**config.mk**
```make
export PLATFORM = sky130hd
export DESIGN_NAME = psram_xfer_engine
export DESIGN_NICKNAME = d
export VERILOG_FILES = /design/src/rtl/psram_xfer_engine.sv
export SDC_FILE = /design/constraint.sdc
export NUM_CORES = 1
export LEC_CHECK = 0
export ABC_AREA = 0
export BUFFER_PORTS_ARGS = -buffer_cell sky130_fd_sc_hd__buf_2
export CORE_AREA = 2 2 177 179
export CTS_CLUSTER_DIAMETER = 150
export DETAILED_ROUTE_END_ITERATION = 8
export DIE_AREA = 0 0 179 181
export GPL_TIMING_DRIVEN = 0
export PLACE_DENSITY = 0.7
export SETUP_SLACK_MARGIN = 0.02
export SLEW_MARGIN = 20
export SYNTH_ARGS = -nofsm -noshare
export SYNTH_HDL_FRONTEND = slang
export SYNTH_SLANG_ARGS = --single-unit
```
**constraint.sdc**
```tcl
create_clock -name clk_i -period 3.75 [get_ports clk_i]
set_clock_uncertainty 0.2 [all_clocks]
set_input_delay 0.75 -clock clk_i [delete_from_list [all_inputs] [get_ports clk_i]]
set_output_delay 0.75 -clock clk_i [all_outputs]
set_load 0.005 [all_outputs]
```
**src/rtl/psram_xfer_engine.sv**
```systemverilog
// PSRAM transfer engine: one CE#-framed cmd/addr/wait/data transfer per request
// over 1, 4 or 8 lanes with programmable SCK divider, latency and CE# recovery.
module psram_xfer_engine #(
  parameter int DATA_BYTES = 8,
  parameter int ADDR_WIDTH = 32,
  parameter int LEN_WIDTH  = $clog2(DATA_BYTES + 1)
) (
  input  logic                    clk_i,
  input  logic                    rst_n_i,
  input  logic [1:0]              cfg_mode_i,
  input  logic [1:0]              cfg_pscr_i,
  input  logic [7:0]              cfg_recy_i,
  input  logic [7:0]              cfg_wlc_i,
  input  logic [7:0]              cfg_rlc_i,
  input  logic                    req_valid_i,
  output logic                    req_ready_o,
  input  logic                    req_rdwr_i,
  input  logic [7:0]              req_cmd_i,
  input  logic [ADDR_WIDTH-1:0]   req_addr_i,
  input  logic [LEN_WIDTH-1:0]    req_len_i,
  input  logic [DATA_BYTES*8-1:0] req_wdata_i,
  output logic                    rsp_valid_o,
  input  logic                    rsp_ready_i,
  output logic [DATA_BYTES*8-1:0] rsp_rdata_o,
  output logic                    rsp_err_o,
  output logic                    busy_o,
  output logic                    psram_sck_o,
  output logic                    psram_ce_o,
  output logic [7:0]              psram_io_en_o,
  output logic [7:0]              psram_io_out_o,
  input  logic [7:0]              psram_io_in_i
);

  localparam int DW  = DATA_BYTES * 8;
  localparam int SHW = (ADDR_WIDTH > DW) ? ADDR_WIDTH : DW;
  localparam int CW  = 16;

  typedef enum logic [2:0] {S_IDLE, S_CMD, S_ADDR, S_WAIT, S_DATA, S_RESP, S_RECY} state_t;

  state_t                 state;
  logic [1:0]             mode_q, pscr_q, hcnt;
  logic [7:0]             recy_q, wait_q, rx_acc;
  logic                   rdwr_q;
  logic [LEN_WIDTH-1:0]   len_q, rx_idx;
  logic [SHW-1:0]         addr_sh_q, data_sh_q, sh;
  logic [CW-1:0]          pcnt;
  logic [3:0]             rx_bits;

  function automatic logic [3:0] lane_cnt(input logic [1:0] m);
    case (m)
      2'd0:    lane_cnt = 4'd1;
      2'd1:    lane_cnt = 4'd4;
      default: lane_cnt = 4'd8;
    endcase
  endfunction

  function automatic logic [1:0] lane_log(input logic [1:0] m);
    case (m)
      2'd0:    lane_log = 2'd0;
      2'd1:    lane_log = 2'd2;
      default: lane_log = 2'd3;
    endcase
  endfunction

  function automatic logic [7:0] lane_mask(input logic [1:0] m);
    case (m)
      2'd0:    lane_mask = 8'h01;
      2'd1:    lane_mask = 8'h0F;
      default: lane_mask = 8'hFF;
    endcase
  endfunction

  // Shift registers are MSB-aligned; the top L bits are what goes on the lanes.
  function automatic logic [7:0] lane_bits(input logic [SHW-1:0] s, input logic [1:0] m);
    case (m)
      2'd0:    lane_bits = {7'b0, s[SHW-1]};
      2'd1:    lane_bits = {4'b0, s[SHW-1 -: 4]};
      default: lane_bits = s[SHW-1 -: 8];
    endcase
  endfunction

  logic            req_err;
  logic [DW-1:0]   wdata_rev;
  logic [SHW-1:0]  cmd_sh, sh_nx;
  logic [7:0]      rx_nx, dat_en, dat_out;
  logic [CW-1:0]   dat_cnt;

  always_comb begin
    req_err = (req_len_i == '0) || (32'(req_len_i) > 32'(DATA_BYTES));
    // Byte 0 goes first on the wire, so it lands in the top byte of the shifter.
    wdata_rev = '0;
    for (int unsigned i = 0; i < DATA_BYTES; i++)
      wdata_rev[(DATA_BYTES-1-i)*8 +: 8] = req_wdata_i[i*8 +: 8];
    cmd_sh  = SHW'(req_cmd_i) << (SHW - 8);
    sh_nx   = sh << lane_cnt(mode_q);
    case (mode_q)
      2'd0:    rx_nx = {rx_acc[6:0], psram_io_in_i[1]};
      2'd1:    rx_nx = {rx_acc[3:0], psram_io_in_i[3:0]};
      default: rx_nx = psram_io_in_i;
    endcase
    dat_en  = rdwr_q ? 8'h00 : lane_mask(mode_q);
    dat_out = rdwr_q ? 8'h00 : lane_bits(data_sh_q, mode_q);
    dat_cnt = (CW'(len_q) << 3) >> lane_log(mode_q);
  end

  always_ff @(posedge clk_i or negedge rst_n_i) begin
    if (!rst_n_i) begin
      state          <= S_IDLE;
      mode_q         <= '0;
      pscr_q         <= '0;
      hcnt           <= '0;
      recy_q         <= '0;
      wait_q         <= '0;
      rx_acc         <= '0;
      rdwr_q         <= 1'b0;
      len_q          <= '0;
      rx_idx         <= '0;
      addr_sh_q      <= '0;
      data_sh_q      <= '0;
      sh             <= '0;
      pcnt           <= '0;
      rx_bits        <= '0;
      req_ready_o    <= 1'b1;
      rsp_valid_o    <= 1'b0;
      rsp_rdata_o    <= '0;
      rsp_err_o      <= 1'b0;
      busy_o         <= 1'b0;
      psram_sck_o    <= 1'b0;
      psram_ce_o     <= 1'b1;
      psram_io_en_o  <= '0;
      psram_io_out_o <= '0;
    end else begin
      case (state)
        S_IDLE: if (req_valid_i) begin
          mode_q      <= cfg_mode_i;
          pscr_q      <= cfg_pscr_i;
          recy_q      <= cfg_recy_i;
          wait_q      <= req_rdwr_i ? cfg_rlc_i : cfg_wlc_i;
          rdwr_q      <= req_rdwr_i;
          len_q       <= req_len_i;
          addr_sh_q   <= SHW'(req_addr_i) << (SHW - ADDR_WIDTH);
          data_sh_q   <= SHW'(wdata_rev) << (SHW - DW);
          req_ready_o <= 1'b0;
          busy_o      <= 1'b1;
          rsp_rdata_o <= '0;
          rsp_err_o   <= req_err;
          rx_bits     <= '0;
          rx_idx      <= '0;
          hcnt        <= '0;
          if (req_err) begin
            state       <= S_RESP;
            rsp_valid_o <= 1'b1;
          end else begin
            state          <= S_CMD;
            psram_ce_o     <= 1'b0;
            sh             <= cmd_sh;
            psram_io_en_o  <= lane_mask(cfg_mode_i);
            psram_io_out_o <= lane_bits(cmd_sh, cfg_mode_i);
            pcnt           <= CW'(8) >> lane_log(cfg_mode_i);
          end
        end
        S_CMD, S_ADDR, S_WAIT, S_DATA: begin
          if (hcnt != pscr_q) begin
            hcnt <= hcnt + 1'b1;
          end else begin
            hcnt <= '0;
            if (!psram_sck_o) begin
              psram_sck_o <= 1'b1;
              if (state == S_DATA && rdwr_q) begin
                rx_acc <= rx_nx;
                if (rx_bits + lane_cnt(mode_q) == 4'd8) begin
                  rsp_rdata_o[rx_idx*8 +: 8] <= rx_nx;
                  rx_bits <= '0;
                  rx_idx  <= rx_idx + 1'b1;
                end else begin
                  rx_bits <= rx_bits + lane_cnt(mode_q);
                end
              end
            end else begin
              psram_sck_o <= 1'b0;
              if (pcnt != CW'(1)) begin
                pcnt           <= pcnt - 1'b1;
                sh             <= sh_nx;
                psram_io_out_o <= (psram_io_en_o != 8'h00) ? lane_bits(sh_nx, mode_q) : 8'h00;
              end else begin
                case (state)
                  S_CMD: begin
                    state          <= S_ADDR;
                    sh             <= addr_sh_q;
                    psram_io_out_o <= lane_bits(addr_sh_q, mode_q);
                    pcnt           <= CW'(ADDR_WIDTH) >> lane_log(mode_q);
                  end
                  S_DATA: begin
                    state          <= S_RESP;
                    psram_ce_o     <= 1'b1;
                    psram_io_en_o  <= '0;
                    psram_io_out_o <= '0;
                    rsp_valid_o    <= 1'b1;
                  end
                  default: begin
                    if (state == S_ADDR && wait_q != 8'd0) begin
                      state          <= S_WAIT;
                      psram_io_en_o  <= '0;
                      psram_io_out_o <= '0;
                      pcnt           <= CW'(wait_q);
                    end else begin
                      state          <= S_DATA;
                      sh             <= data_sh_q;
                      psram_io_en_o  <= dat_en;
                      psram_io_out_o <= dat_out;
                      pcnt           <= dat_cnt;
                    end
                  end
                endcase
              end
            end
          end
        end
        S_RESP: if (rsp_ready_i) begin
          rsp_valid_o <= 1'b0;
          if (recy_q != 8'd0) begin
            state <= S_RECY;
            pcnt  <= CW'(recy_q);
          end else begin
            state       <= S_IDLE;
            req_ready_o <= 1'b1;
            busy_o      <= 1'b0;
          end
        end
        S_RECY: begin
          if (pcnt == CW'(1)) begin
            state       <= S_IDLE;
            req_ready_o <= 1'b1;
            busy_o      <= 1'b0;
          end else begin
            pcnt <= pcnt - 1'b1;
          end
        end
        default: state <= S_IDLE;
      endcase
    end
  end

endmodule

```
==> After elaboration in Yosys (flattened, before gate mapping) <==
Index checks and enable logic that the tools add are counted.
W data, S select, Z words.
{ "totals": {"regBits": 307, "in_bits": 149, "elab_cells": 218, "output_inout_bits": 86} }
{ "op_classes": {"n_mux": 120, "n_eq_ne": 30, "shift": 6, "reduce_logical": 29, "n_lt_le_gt_ge": 1, "add_sub_neg": 6, "n_bitwise": 2} }
{ "op_table": {"columns": ["op", "n"], "rows": [
  ["$mux W64", 11],
  ["$pmux W64 S2", 3],
  ["$pmux W8 S2", 11],
  ["$mux W16", 9],
  ["$mux W8", 16],
  ["$mux W4", 18],
  ["$bwmux W64", 1],
  ["$pmux W16 S4", 1],
  ["$shift A8 B34 Y64 const A", 1],
  ["$shiftx A8 B34 Y64", 1],
  ["$shl A64 B4 Y64", 1],
  ["$neg A7 Y34", 1],
  ["$ne A2 B2 Y1 const B", 16],
  ["$pmux W16 S2", 1],
  ["$mux W3", 9],
  ["$pmux W4 S2", 3],
  ["$reduce_bool A8 Y1", 3],
  ["$reduce_and A7 Y1", 3],
  ["$mux W2", 10],
  ["$mux W1", 18],
  ["$eq A16 B1 Y1 const B", 1],
  ["$ne A16 B1 Y1 const B", 1],
  ["$shr A4 B2 Y16 const A", 1],
  ["$shr A6 B2 Y16 const A", 1],
  ["35 further kinds", 53]
]} }

==> Depth between registers and ports, before layout <==
{ "depth": {"ltp_word": 19, "mapped_depth": 12, "mapped_depth_nobuf": 9} }

==> Worst setup path before layout <==
Ideal clock, no wire load.
{ "synth_path": {"path_type": "register -> register", "start": "register mode_q[0]", "end": "register rsp_rdata_o[32]", "slack_ps": 552, "t_arrival_ps": 2873, "path_buffers": 4, "t_required_ps": 3425, "period_less_slack_ps": 3198, "stages_incl_launch_ff": 12, "setup_ps": 125, "path_cell_list": "dfrtp_1 > clkbuf_1 > nor2_1 > clkbuf_1 > ha_1 > ha_1 > nor3_1 > a41o_1 > buf_6 > o21a_1 > buf_6 > mux2_4"} }
{ "synth_via": {"elab_chain_cells": 10, "word_cells_on_any_way": 19, "cone_classes": "add/sub: 1; eq/ne: 3; shift: 1; mux: 12; reduce/logical: 2"} }
{ "synth_lines": {"columns": ["item", "line_no", "text"], "rows": [
  ["from (decl)", "41", "logic [1:0] mode_q, pscr_q, hcnt;"],
  ["from (signal assigned)", "135", "mode_q <= cfg_mode_i;"],
  ["$eq A2 B1 Y1 / $logic_not A2 Y1 (equally long branches)", "50, 96", null],
  ["$pmux W4 S2", "50", "case (m)"],
  ["$mux W4", "169", "if (state == S_DATA && rdwr_q) begin"],
  ["$mux W4", "167", "if (!psram_sck_o) begin"],
  ["$mux W4", "163", "if (hcnt != pscr_q) begin"],
  ["$mux W4", "133", "case (state)"],
  ["$add A4 B4 Y4", "171", "if (rx_bits + lane_cnt(mode_q) == 4'd8) begin"],
  ["$eq A4 B4 Y1", "171", null],
  ["$ne A2 B2 Y1 (no line)", null, null],
  ["$reduce_and A6 Y1 (no line)", null, null],
  ["to (signal, indexed assignment)", "172", "rsp_rdata_o[rx_idx*8 +: 8] <= rx_nx;"],
  ["to (decl)", "24", "output logic [DATA_BYTES*8-1:0] rsp_rdata_o,"]
]} }
Several ways; a longest one is shown, not always the timed one. The select of a mux whose other input is x is not followed.
A chain may end at the register's enable or synchronous reset.

==> Worst setup path after layout <==
{ "layout_path": {"start": "register mode_q[0]", "end": "register rsp_rdata_o[35]"} }
Same word-level chain as after synthesis.

==> impl_metrics.toml <==
[run_status]
run_status = "finished, final reports clean"

[global_route]
first_global_vias = 13500
grt_max_degree = 96
gr-usage-all-layers_pct = 28.8
number_of_antenna_violations_at_the_first_check_in_global_routing = 6
overflow = 0
grt_first_pass_wirelength_mm = 73.5

[placed_design]
dpl.cell_count = 2174
area_of_placed_instances_mm2 = 0.0178
dp_hpwl_mm = 34.2
count_of_buffers_inserted_at_the_top_level_ports = 233
post-place-ws_ps = -392
globalplace.congestion = 0.950

[power_and_ir_drop]
total_leakage_power_uw = 0.00892
vdd.ir_drop.worst_mv = 0.373
power.switching_uw = 2420
pwr-share-clk_pct = 41.2
switching_share_pct = 27.9
seq_power_share_pct = 41.9
power.density_cell_area_mw_per_mm2 = 456
internal_power_uw = 6250
comb_power_share_pct = 16.9

[hold_path]
holdCritPathClass = "register to register"
launch_instance_of_the_worst_min_delay_path = "req_ready_o"

[floorplanning]
placeableCoreArea_mm2 = 0.0303
die_x_um = 179
core.rowCount = 64
floorplan.die_area_mm2 = 0.0324
initial_core_util_pct = 52.8
count_of_boundary_i_o_pins = 235
die_height_um = 181

[yosys]
synthFlopType = "dfrtp_1"
synth.yosys.warnings = 0
synthesis.instances = 1542
synth.top_cells.by_area = "dfrtp_1, mux2_2, mux2i_1"
synthesis.area_per_instance_um2 = 10.4
postSynthRegisterBits = 301
yosys-top-cells-count = "dfrtp_1, nand2_1, mux2_2"
synth_most_common_cell = "dfrtp_1"
syn_nets = 1699
synth_largest_area_cell = "dfrtp_1"
synth_sequential_area_ratio_pct = 47.0
synthArstFlopShare_pct = 100
synthesis.area_mm2 = 0.0160
number_of_flops_mapped_to_enable_cells_by_yosys = 0
synth_top_area_share_pct = 46.7
synthDistinctLibCells = 82

[sta]
final_critical_path_setup_slack_ps = 204
fin_crit_share_pct = 94.6
slew_viol_final = 0
report.final.hold_viol_count = 0
finalWorstPathRequiredPeriod_ps = 3550
hold_slack_ps = 257
slew_headroom_pct = 24.5
rsz_0062_raised_after_global_routing = "no"
maxClockFrequency_mhz = 282
report.final.setup_viol = 0
tightestPinTransition_ps = 1130

[layout]
postLayoutCellArea_mm2 = 0.0190
multi_input_comb_area_mm2 = 0.00781
instances_no_fill = 2238
flow.area_growth_from_synthesis_pct = 18.6
drive_above_1_share_pct = 31.1
nets = 1971
fill_cells = 2557
ff_latch_area_mm2 = 0.00754

[clocking]
cts.reportedPaths.clkPinSlew_ps = 70
postCtsSetupRepairBufs = 0
tritoncts_clock_tree = "yes"
worst_skew_pair.late_latency_ps = 510
cts_root_buffer = "clkbuf_16"
clkSinkCount = 301
htree_levels = 2
clk_path_buf_depth = 3
cts_buffers = 34

[worst_setup_path]
critical-path-max-stage-delay_ps = 510
timing.critical_path.fanout_max = 10
timing_worst_setup_path_type = "register to register"
cp-start-kind = "register"
timing.critical_path.buf_inv = 3
critical_path.cell_chain = "nor2_4, clkbuf_2, ha_1, ha_1, nor3_1, a41o_1, buf_6, o21a_1, buf_6, mux2_4"
end_kind = "register"
reg2reg_from = "mode_q[0]"
worst_ep_required_time_ps = 3940
cp_slowest_cell = "dfrtp_2"
timing.critical_path.max_delay_family = "simple AND/OR/NAND/NOR gates"
arrival_ps = 3740
crit_path_start = "mode_q[0]"

[route]
route.detailed.drc = 0
num_vias = 13500
drt.antenna.violating_nets = 0
drt_first_iter_violations = 1156
wl_mm = 46.8
wirelength_per_cell_um = 20.9
detail_route.first_pass.iterations = 8
vias_per_cell = 6.02

[flow_run]
max_cap_violations = 0
## layer usage
layer / GRT usage [%] / vias up / part of all wire (%)
met2: 47.1 / 534 / 48
met4: 10.4 / 0 / 3.2
met1: 39.0 / 6671 / 43
met5: 0 / - / 0
li1: - / 6158 / -
met3: 4.23 / 103 / 6.3
## area by class of cell
cell class,count,share of cell area (%)
well taps,396,2.61
repair buffers,237,6.68
plain buffers,117,3.35
flip-flops and latches,301,39.7
multi-input cells,1110,41.1
diodes,5,0.0659
inverters,13,0.257
clock buffers,45,5.07
clock inverters,14,1.19
## cells by family after synthesis
logic type	after synthesis	share of synthesized area [%]
AOI/OAI and AO/OA	423	18.6
xor gates and xnor gates	11	0.695
adders and majority gates	8	0.625
buffers and inverters	131	4.29
DFF	301	47.0
muxes	246	16.8
and+or+nand+nor	422	11.9
## cells in the final DEF (no fill, tap or decap), types with 7 or more instances in the layout
cell / n
inv_1: 13
o21ai_0: 109
nor4_1: 8
mux2_4: 8
a22o_1: 31
nor3_1: 15
clkbuf_16: 35
or3_1: 9
nor2b_1: 7
a221oi_2: 24
dfrtp_1: 298
a22oi_1: 12
a21o_1: 32
nand2b_1: 8
a31oi_1: 11
buf_1: 12
o21ai_1: 11
ha_1: 8
a21oi_1: 86
o2bb2ai_1: 21
nand4_1: 10
mux2i_1: 86
buf_4: 11
and3_1: 8
buf_6: 14
nand2_1: 227
buf_2: 271
nor2_1: 86
o31ai_1: 30
mux2_2: 151
nand3_1: 13
clkbuf_1: 45
## worst min-delay path, cell delays in order, from the launching register on
cell	delay, ps
dfstp_2	370
inv_1	40
a21oi_1	50
## per-stage QoR
step | setup TNS [ps] | util, % | total power (uW)
2_1_floorplan | 0 | - | 4570
3_3_place_gp | -1194090 | 58.3 | 5100
3_5_place_dp | -19640 | 58.6 | 5140
4_1_cts | 0 | 62.6 | 8700
5_1_grt | 0 | 62.6 | 8990
6_report | 0 | 62.6 | 8670
## final timing paths
| kind | end | slack, ps | cells after the start |
|---|---|---|---|
| max in group asynchronous | sh[24] | 1630 | 4 |
| setup reg to reg | rsp_rdata_o[35] | 200 | 10 |
| setup / recovery | rsp_rdata_o[35] | 200 | 10 |
| hold / removal | req_ready_o | 260 | 2 |
| min in group asynchronous | pcnt[15] | 560 | 2 |
| hold reg to reg | req_ready_o | 260 | 2 |
## power groups by stage
stage | logic (uW) | clock network, uW | registers, uW
3_5_place_dp | 1460 | 0 | 3680
2_1_floorplan | 937 | 0 | 3630
6_report | 1460 | 3570 | 3630
4_1_cts | 1460 | 3620 | 3620
3_3_place_gp | 1420 | 0 | 3680
5_1_grt | 1600 | 3740 | 3650
## what timing repair did
item	in CTS	in global routing
hold buffers	1	0
endpoints found under the hold margin	51	0
resized for setup	4	1
endpoints found under the setup margin	68	64
## registers in the layout, indices dropped and copies added (netlist names)
name            cells
data_sh_q          64
rsp_rdata_o        64
sh                 63
addr_sh_q          32
pcnt               16
psram_io_out_o      8
recy_q              8
wait_q              8
rx_acc              7
len_q               4
rx_bits             4
rx_idx              4
psram_io_en_o       3
state               3
hcnt                2
mode_q              2
pscr_q              2
busy_o              1
psram_ce_o          1
psram_sck_o         1
rdwr_q              1
req_ready_o         1
rsp_err_o           1
rsp_valid_o         1
(Power assumes the default switching activity.)
